### config.mk
export PLATFORM = sky130hd
export DESIGN_NAME = base_tag_alloc
export DESIGN_NICKNAME = d
export VERILOG_FILES = /design/src/rtl/base_tag_alloc.sv
export SDC_FILE = /design/constraint.sdc
export NUM_CORES = 1
export LEC_CHECK = 0
export CAP_MARGIN = 20
export CORE_AREA = 2 2 39 41
export DETAILED_ROUTE_END_ITERATION = 8
export DIE_AREA = 0 0 41 43
export SLEW_MARGIN = 20
export SYNTH_ARGS = -nofsm -noshare
export SYNTH_HDL_FRONTEND = slang
export SYNTH_SLANG_ARGS = --single-unit
### constraint.sdc
create_clock -name clk -period 1.1 [get_ports clk]
set_input_delay 0.165 -clock clk [delete_from_list [all_inputs] [get_ports clk]]
set_output_delay 0.165 -clock clk [all_outputs]
set_load 0.005 [all_outputs]
### src/rtl/base_tag_alloc.sv
// base_tag_alloc: free-tag allocator with a registered busy vector and a one-entry offer stage.
// Optional issued-tag counter on o_cnt, enabled by `define BASE_TAG_ALLOC_CNT_EN.
module base_tag_alloc #(
    parameter int a_width = 2,
    parameter int depth   = 1 << a_width
) (
    input  logic               clk,
    input  logic               reset,
    output logic               o_alloc_v,
    output logic [a_width-1:0] o_alloc_tag,
    input  logic               i_alloc_take,
    input  logic               i_free_v,
    input  logic [a_width-1:0] i_free_tag,
    output logic               o_err,
    output logic [a_width:0]   o_cnt
);

    logic [depth-1:0]   busy_q, busy_d;
    logic               stage_v_q, stage_v_d;
    logic [a_width-1:0] stage_tag_q, stage_tag_d;
    logic               err_q, err_d;
    logic               take_s, free_hit_s, free_ok_s, found_s, load_s;
    logic [a_width-1:0] pick_s;

    // Handshake, free legality and lowest-free search over the registered busy vector
    always_comb begin
        take_s     = stage_v_q & i_alloc_take;
        free_hit_s = 1'b0;
        found_s    = 1'b0;
        pick_s     = {a_width{1'b0}};
        for (int i = 0; i < depth; i++) begin
            free_hit_s = free_hit_s | (busy_q[i] & (i_free_tag == a_width'(i)));
        end
        // Staged tags are busy too, so the staged-tag check makes taken-and-freed illegal
        free_ok_s = i_free_v & free_hit_s & ~(stage_v_q & (i_free_tag == stage_tag_q));
        for (int i = depth - 1; i >= 0; i--) begin
            pick_s  = busy_q[i] ? pick_s : a_width'(i);
            found_s = found_s | ~busy_q[i];
        end
        load_s = ~stage_v_q | take_s;
        err_d  = i_free_v & ~free_ok_s;
    end

    // Next busy vector and stage contents
    always_comb begin
        busy_d      = busy_q;
        stage_v_d   = stage_v_q;
        stage_tag_d = stage_tag_q;
        for (int i = 0; i < depth; i++) begin
            busy_d[i] = (busy_q[i] & ~(free_ok_s & (i_free_tag == a_width'(i))))
                      | (load_s & found_s & (pick_s == a_width'(i)));
        end
        if (load_s) begin
            stage_v_d = found_s;
            if (found_s) begin
                stage_tag_d = pick_s;
            end else begin
                stage_tag_d = stage_tag_q;
            end
        end else begin
            stage_v_d = stage_v_q;
        end
    end

    // Allocator state registers
    always_ff @(posedge clk or negedge reset) begin
        if (!reset) begin
            busy_q      <= {depth{1'b0}};
            stage_v_q   <= 1'b0;
            stage_tag_q <= {a_width{1'b0}};
            err_q       <= 1'b0;
        end else begin
            busy_q      <= busy_d;
            stage_v_q   <= stage_v_d;
            stage_tag_q <= stage_tag_d;
            err_q       <= err_d;
        end
    end

    assign o_alloc_v   = stage_v_q;
    assign o_alloc_tag = stage_tag_q;
    assign o_err       = err_q;

`ifdef BASE_TAG_ALLOC_CNT_EN
    logic [a_width:0] cnt_q, cnt_d;

    // Issued count: a completed take and a legal free in the same cycle cancel
    always_comb begin
        if (take_s && !free_ok_s) begin
            cnt_d = cnt_q + (a_width + 1)'(1);
        end else if (!take_s && free_ok_s) begin
            cnt_d = cnt_q - (a_width + 1)'(1);
        end else begin
            cnt_d = cnt_q;
        end
    end

    // Issued-count register
    always_ff @(posedge clk or negedge reset) begin
        if (!reset) begin
            cnt_q <= {(a_width + 1){1'b0}};
        end else begin
            cnt_q <= cnt_d;
        end
    end

    assign o_cnt = cnt_q;
`else
    assign o_cnt = {(a_width + 1){1'b0}};
`endif

endmodule

Word-level counts from Yosys, hierarchy flattened
Cells that the tools add are included.

storage, ports and cells
  register bits after elaboration = 8
  bits in latches = 0
  RAM bits = 0
  memory bits (read-only) = 0
  output and inout bits = 7
  memories = 0

operators by class
  add/sub/neg operators = 0
  multipliers = 0
  div/mod/pow operators = 0
  order comparisons = 0
  equality and inequality tests = 7
  shift-type cells = 0
  mux-type cells = 4
  bitwise gates (word level) = 44
  reductions and logical operators = 3

operator list
  cell                                            count
  bitwise AND 1 bit                               22
  NOT 1 bit                                       11
  bitwise OR 1 bit                                11
  == test 2 bit (second input constant)           4
  two-way mux 2 bit                               4
  == test 2 x 1 -> 1 bit (second input constant)  2
  zero test 2 bit                                 2
  == test 2 bit                                   1
  AND reduction 2 bit                             1

Logic depth before layout (Yosys ltp)
Gate-level depths: netlist (run 1).

  depth after elaboration = 11
  gate-level depth with buffers = 3
  gate-level depth less buffers = 3

Least setup slack after synthesis (run 1)
Ideal clock, no wire load.

  path kind = register to register
  start point = reg stage_tag_q[0] (netlist: o_alloc_tag[0])
  end point = reg busy_q[2]
  data arrival time = 0.896 ns
  required time = 0.974 ns
  slack = 0.078 ns
  stages on the path, launching flop included = 3
  period minus slack after synthesis = 1.022 ns
  cell sequence = dfrtp_1 -> and3b_1 -> o32a_1

on the way
  cells in the longest elaborated chain, start to end = 8

ends and longest elaborated chain
  item                      line  RTL
  start: declaration        20    logic [a_width-1:0] stage_tag_q, stage_tag_d;
  start signal: assignment  70    stage_tag_q <= {a_width{1'b0}};
  start signal: assignment  75    stage_tag_q <= stage_tag_d;
  == test 2 bit             35    free_ok_s = i_free_v & free_hit_s & ~(stage_v_q & (i_free_tag == stage_tag_q));
  bitwise AND 1 bit         35
  NOT 1 bit                 35
  bitwise AND 1 bit         35
  bitwise AND 1 bit         50    busy_d[i] = (busy_q[i] & ~(free_ok_s & (i_free_tag == a_width'(i))))
  NOT 1 bit                 50
  bitwise AND 1 bit         50
  bitwise OR 1 bit          51    | (load_s & found_s & (pick_s == a_width'(i)));
  via busy_d[2]             18    logic [depth-1:0] busy_q, busy_d;
  end signal: assignment    68    busy_q <= {depth{1'b0}};
  end signal: assignment    73    busy_q <= busy_d;
  end: declaration          18

The timed path passes the listed nets, and every way through them passes these cells.
A chain may end at the register's enable or synchronous reset.

Worst setup path in the final report (run 1)
  start point = reg stage_v_q (netlist: o_alloc_v)
  end point = reg busy_q[0]

on the way
  cells in the longest elaborated chain, start to end = 7
  elaborated cells on any way between the ends = 12
  those cells by class = 12 x bitwise

ends and longest elaborated chain
  item                      line  RTL
  start: declaration        19    logic stage_v_q, stage_v_d;
  start signal: assignment  74    stage_v_q <= stage_v_d;
  bitwise AND 1 bit         35
  NOT 1 bit                 35
  bitwise AND 1 bit         35
  bitwise AND 1 bit         50
  NOT 1 bit                 50
  bitwise AND 1 bit         50
  bitwise OR 1 bit *        51
  via busy_d[0]             18

The timed path passes the listed nets; every way through them passes the cells marked *.

==> metrics, run 1 <==
Tmin final 1160 ps; I/O Buffers 9; combinational share of power 0.603; Final Skew approximately 2.6 ps; Antenna Cells 0; Register-to-Register Path Depth 4; Flop pwr share 0.265; Placement Setup Slack -193 ps; Die Span Y 43 µm; HP Class primary input to asynchronous set/reset pin; peak supply drop ~1200 µV; final hold slack 179 ps; grt total ovfl 0; Sw Ratio 0.362; endpoints failing hold 0; Pwr Total 1.85 mW; CP Data Arrival Time ~1300 ps; Syn Area/Cell 9.61 µm²; Wirelength per Cell 13.7 µm; Synth Cell Area 452 µm²; Synth Area in Compound Gates 0.166; Die Area 1760 µm²; area share of and/or/nand/nor cells after synthesis 0.263; Top delay family on crit path flip-flops; Post-CTS Hold Fix Bufs 0; initial antenna violation count 0; Area Growth Syn to Fin 62.0%; routed vias/inst 5.01; GP Congestion around 0.84; fillers 128; clk sinks 8; routed vias 441; PwrDens 2530 nW/µm²; DRC Markers 0; # setup viols final 6; synthesized instance count 47; crit share post-route 1.06; setup ws final -63.7 ps; Slew Viols, Final 0; vias in the first global route ~440; fmax 859 MHz; status complete, but fails checks; Reg clk slew, reported paths 60 ps; Die W 41 µm; CTS tree yes; flops & latches, synth 8; Final ANT Viol Nets 0; P_sw 0.671 mW; placed inst area 622 µm²; nets 80; Slowest-stage cell, CP dfrtp_1; drt total wl 1.21 mm; Skew-Pair Late Insertion Delay 270 ps; Seq. cell area between 200 and 250 µm²; FF-to-FF Start o_alloc_v$_DFFE_PN0N_; critical path cell sequence buf_6 > buf_6 > nor3b_4 > o32a_1; crit path kind register to register; largest fanout on the critical path 3; TritonRoute pass-1 iters 4; Adder-Cell Fraction of Synth Area 0; Synth Area in XOR/XNOR 0.0388; setup_tns -196 ps; Multi-input gate area 275 µm²; CP Capture Type register; Rows 14; core box area 1380 µm²; H-tree level count 1; FF-to-FF End busy_q[0]$_DFF_PN0_; RSZ-0062 raised after global routing yes; Worst Path Buf+Inv 2; cell internal pwr 1.18 mW; flop2flop setup slack -60 ps; largest net degree at the start of global routing 9; CTS root buffer clkbuf_4; most used cell, CP buf_6; first-pass GRT wire length 1.76 mm; Max Buffers Root-to-Sink 2; post-synthesis mux area share 0.0222; leakage about 0.33 nW; clock share of power 0.132; largest stage delay on the critical path 390 ps; DR WL met3 between 40 and 50 µm; CP Launch Type register; Design Area, Final ~730 µm²; max cap viols 0; Worst Path Required 1250 ps; wl on met1 539 µm; Netlist cell types 23; DP HPWL 817 µm; highest metal used met4; Initial Util 0.326; TritonCTS buffer count 3; initial DRC count 7; Total GRT Usage 0.153; layout cells sized above 1 0.333; largest family of logic cells by synthesized area simple AND/OR/NAND/NOR gates; Seq/Total Area, Yosys 0.443; violated checks negative setup slack; Synth Warn # 0; wire length on met2 562 µm; # IOs 13
synthesized netlist by cell type:
| cell type | number | area, µm² |
|---|---|---|
| xnor2_1 | 2 | 17.5 |
| nor2_2 | 1 | 6.26 |
| conb_1 | 1 | 3.75 |
| a21o_1 | 1 | 7.51 |
| nand2b_1 | 4 | 25.0 |
| nor3b_1 | 1 | 7.51 |
| nand3b_1 | 1 | 7.51 |
| nand3_1 | 3 | 15.0 |
| nand2_1 | 6 | 22.5 |
| o22ai_1 | 1 | 6.26 |
| o31a_1 | 1 | 8.76 |
| nand4_1 | 2 | 12.5 |
| o32a_1 | 2 | 20.0 |
| dfrtp_1 | 8 | 200 |
| a41oi_1 | 1 | 8.76 |
| buf_4 | 3 | 22.5 |
| a21oi_1 | 3 | 15.0 |
| a31o_1 | 1 | 8.76 |
| nor2_1 | 1 | 3.75 |
| mux2i_1 | 1 | 10.0 |
| and2b_4 | 1 | 10.0 |
| inv_1 | 1 | 3.75 |
| and3b_1 | 1 | 8.76 |
cells by family after synthesis:
family | Yosys count
other | 1
AOI/OAI and AO/OA | 10
muxes | 1
buffers and inverters | 4
xor gates and xnor gates | 2
DFF | 8
and+or+nand+nor | 21
flip-flops by register name (all words and copies together), names as in the netlist:
register / cells
o_alloc_tag: 2
busy_q: 4
o_err: 1
o_alloc_v: 1
worst max-delay path by stage:
stage / to / slack, ps / from / cells past startpoint
after floorplan: busy_q[2]$_DFF_PN0_ / 80 / o_alloc_tag[0]$_DFFE_PN0P_ / 2
after global placement: busy_q[0]$_DFF_PN0_ / -180 / i_free_tag[1] / 3
after detailed placement: busy_q[0]$_DFF_PN0_ / -190 / i_free_tag[1] / 3
after CTS: busy_q[0]$_DFF_PN0_ / -70 / o_alloc_v$_DFFE_PN0N_ / 4
after global routing: o_alloc_tag[0]$_DFFE_PN0P_ / -130 / o_alloc_v$_DFFE_PN0N_ / 5
final: busy_q[0]$_DFF_PN0_ / -60 / o_alloc_v$_DFFE_PN0N_ / 4
through the flow:
stage / cells / util
5_1_grt: 88 / 0.529
4_1_cts: 87 / 0.498
3_3_place_gp: 81 / 0.449
2_1_floorplan: 49 / -
6_report: 88 / 0.529
3_5_place_dp: 81 / 0.449
final cells by class:
cell class	instances	area share
Timing Repair Buffer	23	0.287
Tap cell	16	0.0274
Multi-Input combinational cell	37	0.376
Clock buffer	3	0.0308
Inverter	1	0.00513
Sequential cell	8	0.274
cells in the final DEF (no fill, tap or decap), drive strengths merged, types with 2 or more instances in the layout:
cell and count:
buf 14, dfrtp 8, nand2 6, clkdlybuf4s50 5, nand2b 4, a21oi 3
conb 3, clkbuf 3, dlygate4sd2 3, nand3 3, nand4 2, o32a 2
xnor2 2, nor2 2
power by group through the flow:
stage	Clock, mW	Sequential, mW	Combinational, mW
4_1_cts	0.253	0.489	0.963
2_1_floorplan	0	0.559	0.351
3_5_place_dp	0	0.510	0.817
5_1_grt	0.263	0.505	1.21
6_report	0.244	0.491	1.12
3_3_place_gp	0	0.511	0.818
repair_timing:
action,in CTS,in global routing
setup buffers,3,1
pin swaps,3,3
resized for setup,10,7
setup endpoints to repair,7,10
routing by layer:
| metal | vias up | GRT usage |
|---|---|---|
| met5 | - | 0 |
| met1 | 207 | 0.182 |
| met2 | 14 | 0.234 |
| met4 | 0 | 0.100 |
| met3 | 5 | 0.0314 |
| li1 | 215 | - |
Note: power is estimated with default switching activity, not from simulation.
==> run 2: changes to the inputs <==
--- a/config.mk
+++ b/config.mk
@@ -5,6 +5,7 @@
 export SDC_FILE = /design/constraint.sdc
 export NUM_CORES = 1
 export LEC_CHECK = 0
+export ABC_AREA = 1
 export CAP_MARGIN = 20
 export CORE_AREA = 2 2 39 41
 export DETAILED_ROUTE_END_ITERATION = 8
==> metrics, run 2 <==
Reg clk slew, reported paths around 60 ps; met2 Track Usage GR 0.225; largest stage delay on the critical path ~380 ps; Post-CTS Hold Fix Bufs 0; initial DRC count 4; vias in the first global route 445; layout cells sized above 1 0.267; DP HPWL 817 µm; final hold slack 185 ps; Synth Flop Type dfrtp_1; Die W slightly above 40 µm; Die Area 1760 µm²; # setup viols final 0; met1 GRT Util 0.232; commonest non-fill, non-tap cell in the layout nand2_1; largest net degree at the start of global routing 9; critical path cell sequence buf_4 > inv_2 > nand2_2 > nand4_4 > nand3_2 > nand2_1 > nand2_1; first-pass GRT wire length 1.93 mm; Seq/Total Area, Yosys 0.411; Skew-Pair Late Insertion Delay about 260 ps; Total GRT Usage 0.162; HP Class primary input to asynchronous set/reset pin; CP Capture Type register; Worst Path Required between 1000 and 1500 ps; Netlist cell types 14; Synth Warn # 0; grt total ovfl 0; core box area 1380 µm²; Pwr Total 1.57 mW; # IOs 13; Rows 14; Final Non-Filler Cells ~110; Slowest-stage cell, CP dfrtp_1; leakage around 0.38 nW; Antenna Cells 0; Synth Cell Area 487 µm²; Die Span Y 43 µm; CTS root buffer clkbuf_4; TritonCTS buffer count 3; status completed; synthesized instance count 72; max reg flops 4; leading area contributor after synthesis dfrtp_1; clk sinks 8; # placed instances 100; routed vias/inst 4.48; PwrDens between 2000 and 2500 nW/µm²; DRC Markers 0; RSZ-0062 raised after global routing yes; setup_tns 0 ps; flops & latches, synth 8; endpoints failing hold 0; busiest layer in global routing met1; Most flops, register busy_q; Worst Path Buf+Inv 2; crit path kind register to register; met3 Track Usage GR 0.0314; routed vias 475; CP Launch Type register; Max Buffers Root-to-Sink 2; Tmin final 1090 ps; Top delay family on crit path simple AND/OR/NAND/NOR gates; GP Congestion 0.793; EDFF count, synth 0; TritonRoute pass-1 iters 4; ranking of synthesized cells by area dfrtp_1 (41%), nand2_1 (17%), inv_1 (10%), nand3_1 (7.2%), nor2_1 (6.2%); Initial Util 0.352; Syn Area/Cell 6.76 µm²; max cap viols 0; most frequent cell after synthesis nand2_1; area share of the largest cell type after synthesis 0.411; Final ANT Viol Nets 0; I/O Buffers 9; asr flop ratio synth 1.00; Area Growth Syn to Fin 43.4%; commonest non-fill, non-tap cells in the layout nand2_1 (20), inv_1 (11), dfrtp_1 (8); largest fanout on the critical path 5; crit share post-route 0.991; fmax 917 MHz; CTS tree yes; most used cell, CP nand2_1; Slew Viols, Final 0; initial antenna violation count 0; nets 98; H-tree level count 1; peak supply drop 1120 µV; drt total wl around 1.1 mm; CP Data Arrival Time about 1200 ps; Final Skew 10.1 ps; Wirelength per Cell 10.3 µm; top cells by instance count after synthesis nand2_1 (22), inv_1 (13), dfrtp_1 (8), nor2_1 (8), nand3_1 (7)
## run 2: cell types whose count changed after synthesis, moves of 2 or more
cell      change
inv_1        +12
nand2_1      +16
nand2b_1      -4
nand3_1       +4
nand4_1       -2
nor2_1        +7
o21ai_0       +2
o32a_1        -2
xnor2_1       -2
## run 2: worst register-to-register path, cell delays in order (launching register included)
cell and delay (ps):
dfrtp_1 380, buf_4 140, inv_2 50, nand2_2 60, nand4_4 140, nand3_2 90, nand2_1 60, nand2_1 40
## run 2: routing by layer
| metal | share of wire | up-vias |
|---|---|---|
| li1 | - | 250 |
| met1 | 0.48 | 215 |
| met2 | 0.47 | 8 |
| met3 | 0.028 | 2 |
| met4 | 0.019 | 0 |
| met5 | 0 | - |
## run 2: area by class of cell
| cell class | count | area, µm² |
|---|---|---|
| fill | 144 | 686 |
| sequential | 8 | 200 |
| clock buffer | 3 | 22.5 |
| tap | 16 | 20.0 |
| multi-input combinational | 49 | 264 |
| inverter | 14 | 52.6 |
| timing repair buffer | 16 | 139 |
## run 2: kinds of logic (layout without fill, tap and decap cells)
logic type / Yosys count / after routing / share of synthesized area
and+or+nand+nor: 40 / 40 / 0.357
buffers and inverters: 17 / 33 / 0.154
DFF: 8 / 8 / 0.411
AOI/OAI and AO/OA: 6 / 6 / 0.0694
other: 1 / 3 / 0.00770
## run 2: power by group
group	internal (mW)	switching (mW)
Clock	0.125	0.103
Combinational	0.372	0.459
Sequential	0.414	0.0961
## run 2: what timing repair did
item	in CTS	in global routing
gates resized for setup	13	6
setup buffers	2	1
pin swaps	3	3
setup endpoints to repair	9	7
cloned	0	0
endpoints found under the hold margin	0	0
## run 2: per-stage QoR
stage                     setup WS (ps)   util  area, µm²
after floorplan                     166      -        494
after global placement             -324  0.442        612
after detailed placement           -384  0.442        612
after CTS                          9.18  0.488        676
after global routing              -73.2  0.505        698
final                              9.64  0.505        698
## run 2: path summary, 6_finish.rpt
| kind | from | endpoint | slack (ps) | cells after the start |
|---|---|---|---|---|
| min in group clk | i_free_v | o_err$_DFF_PN0_ | 520 | 3 |
| max in group asynchronous | reset | busy_q[1]$_DFF_PN0_ | 640 | 1 |
| hold reg to reg | busy_q[1]$_DFF_PN0_ | busy_q[1]$_DFF_PN0_ | 530 | 2 |
| hold / removal | reset | busy_q[0]$_DFF_PN0_ | 190 | 1 |
| setup reg to reg | o_alloc_tag[1]$_DFFE_PN0P_ | busy_q[1]$_DFF_PN0_ | 10 | 7 |
| setup / recovery | o_alloc_tag[1]$_DFFE_PN0P_ | busy_q[1]$_DFF_PN0_ | 10 | 7 |
==> run 3: changes to the inputs <==
--- a/config.mk
+++ b/config.mk
@@ -6,7 +6,6 @@
 export NUM_CORES = 1
 export LEC_CHECK = 0
 export ABC_AREA = 1
-export CAP_MARGIN = 20
 export CORE_AREA = 2 2 39 41
 export DETAILED_ROUTE_END_ITERATION = 8
 export DIE_AREA = 0 0 41 43
==> results of run 3 <==
The final DEF is identical to that of run 2; final timing and power are the same.
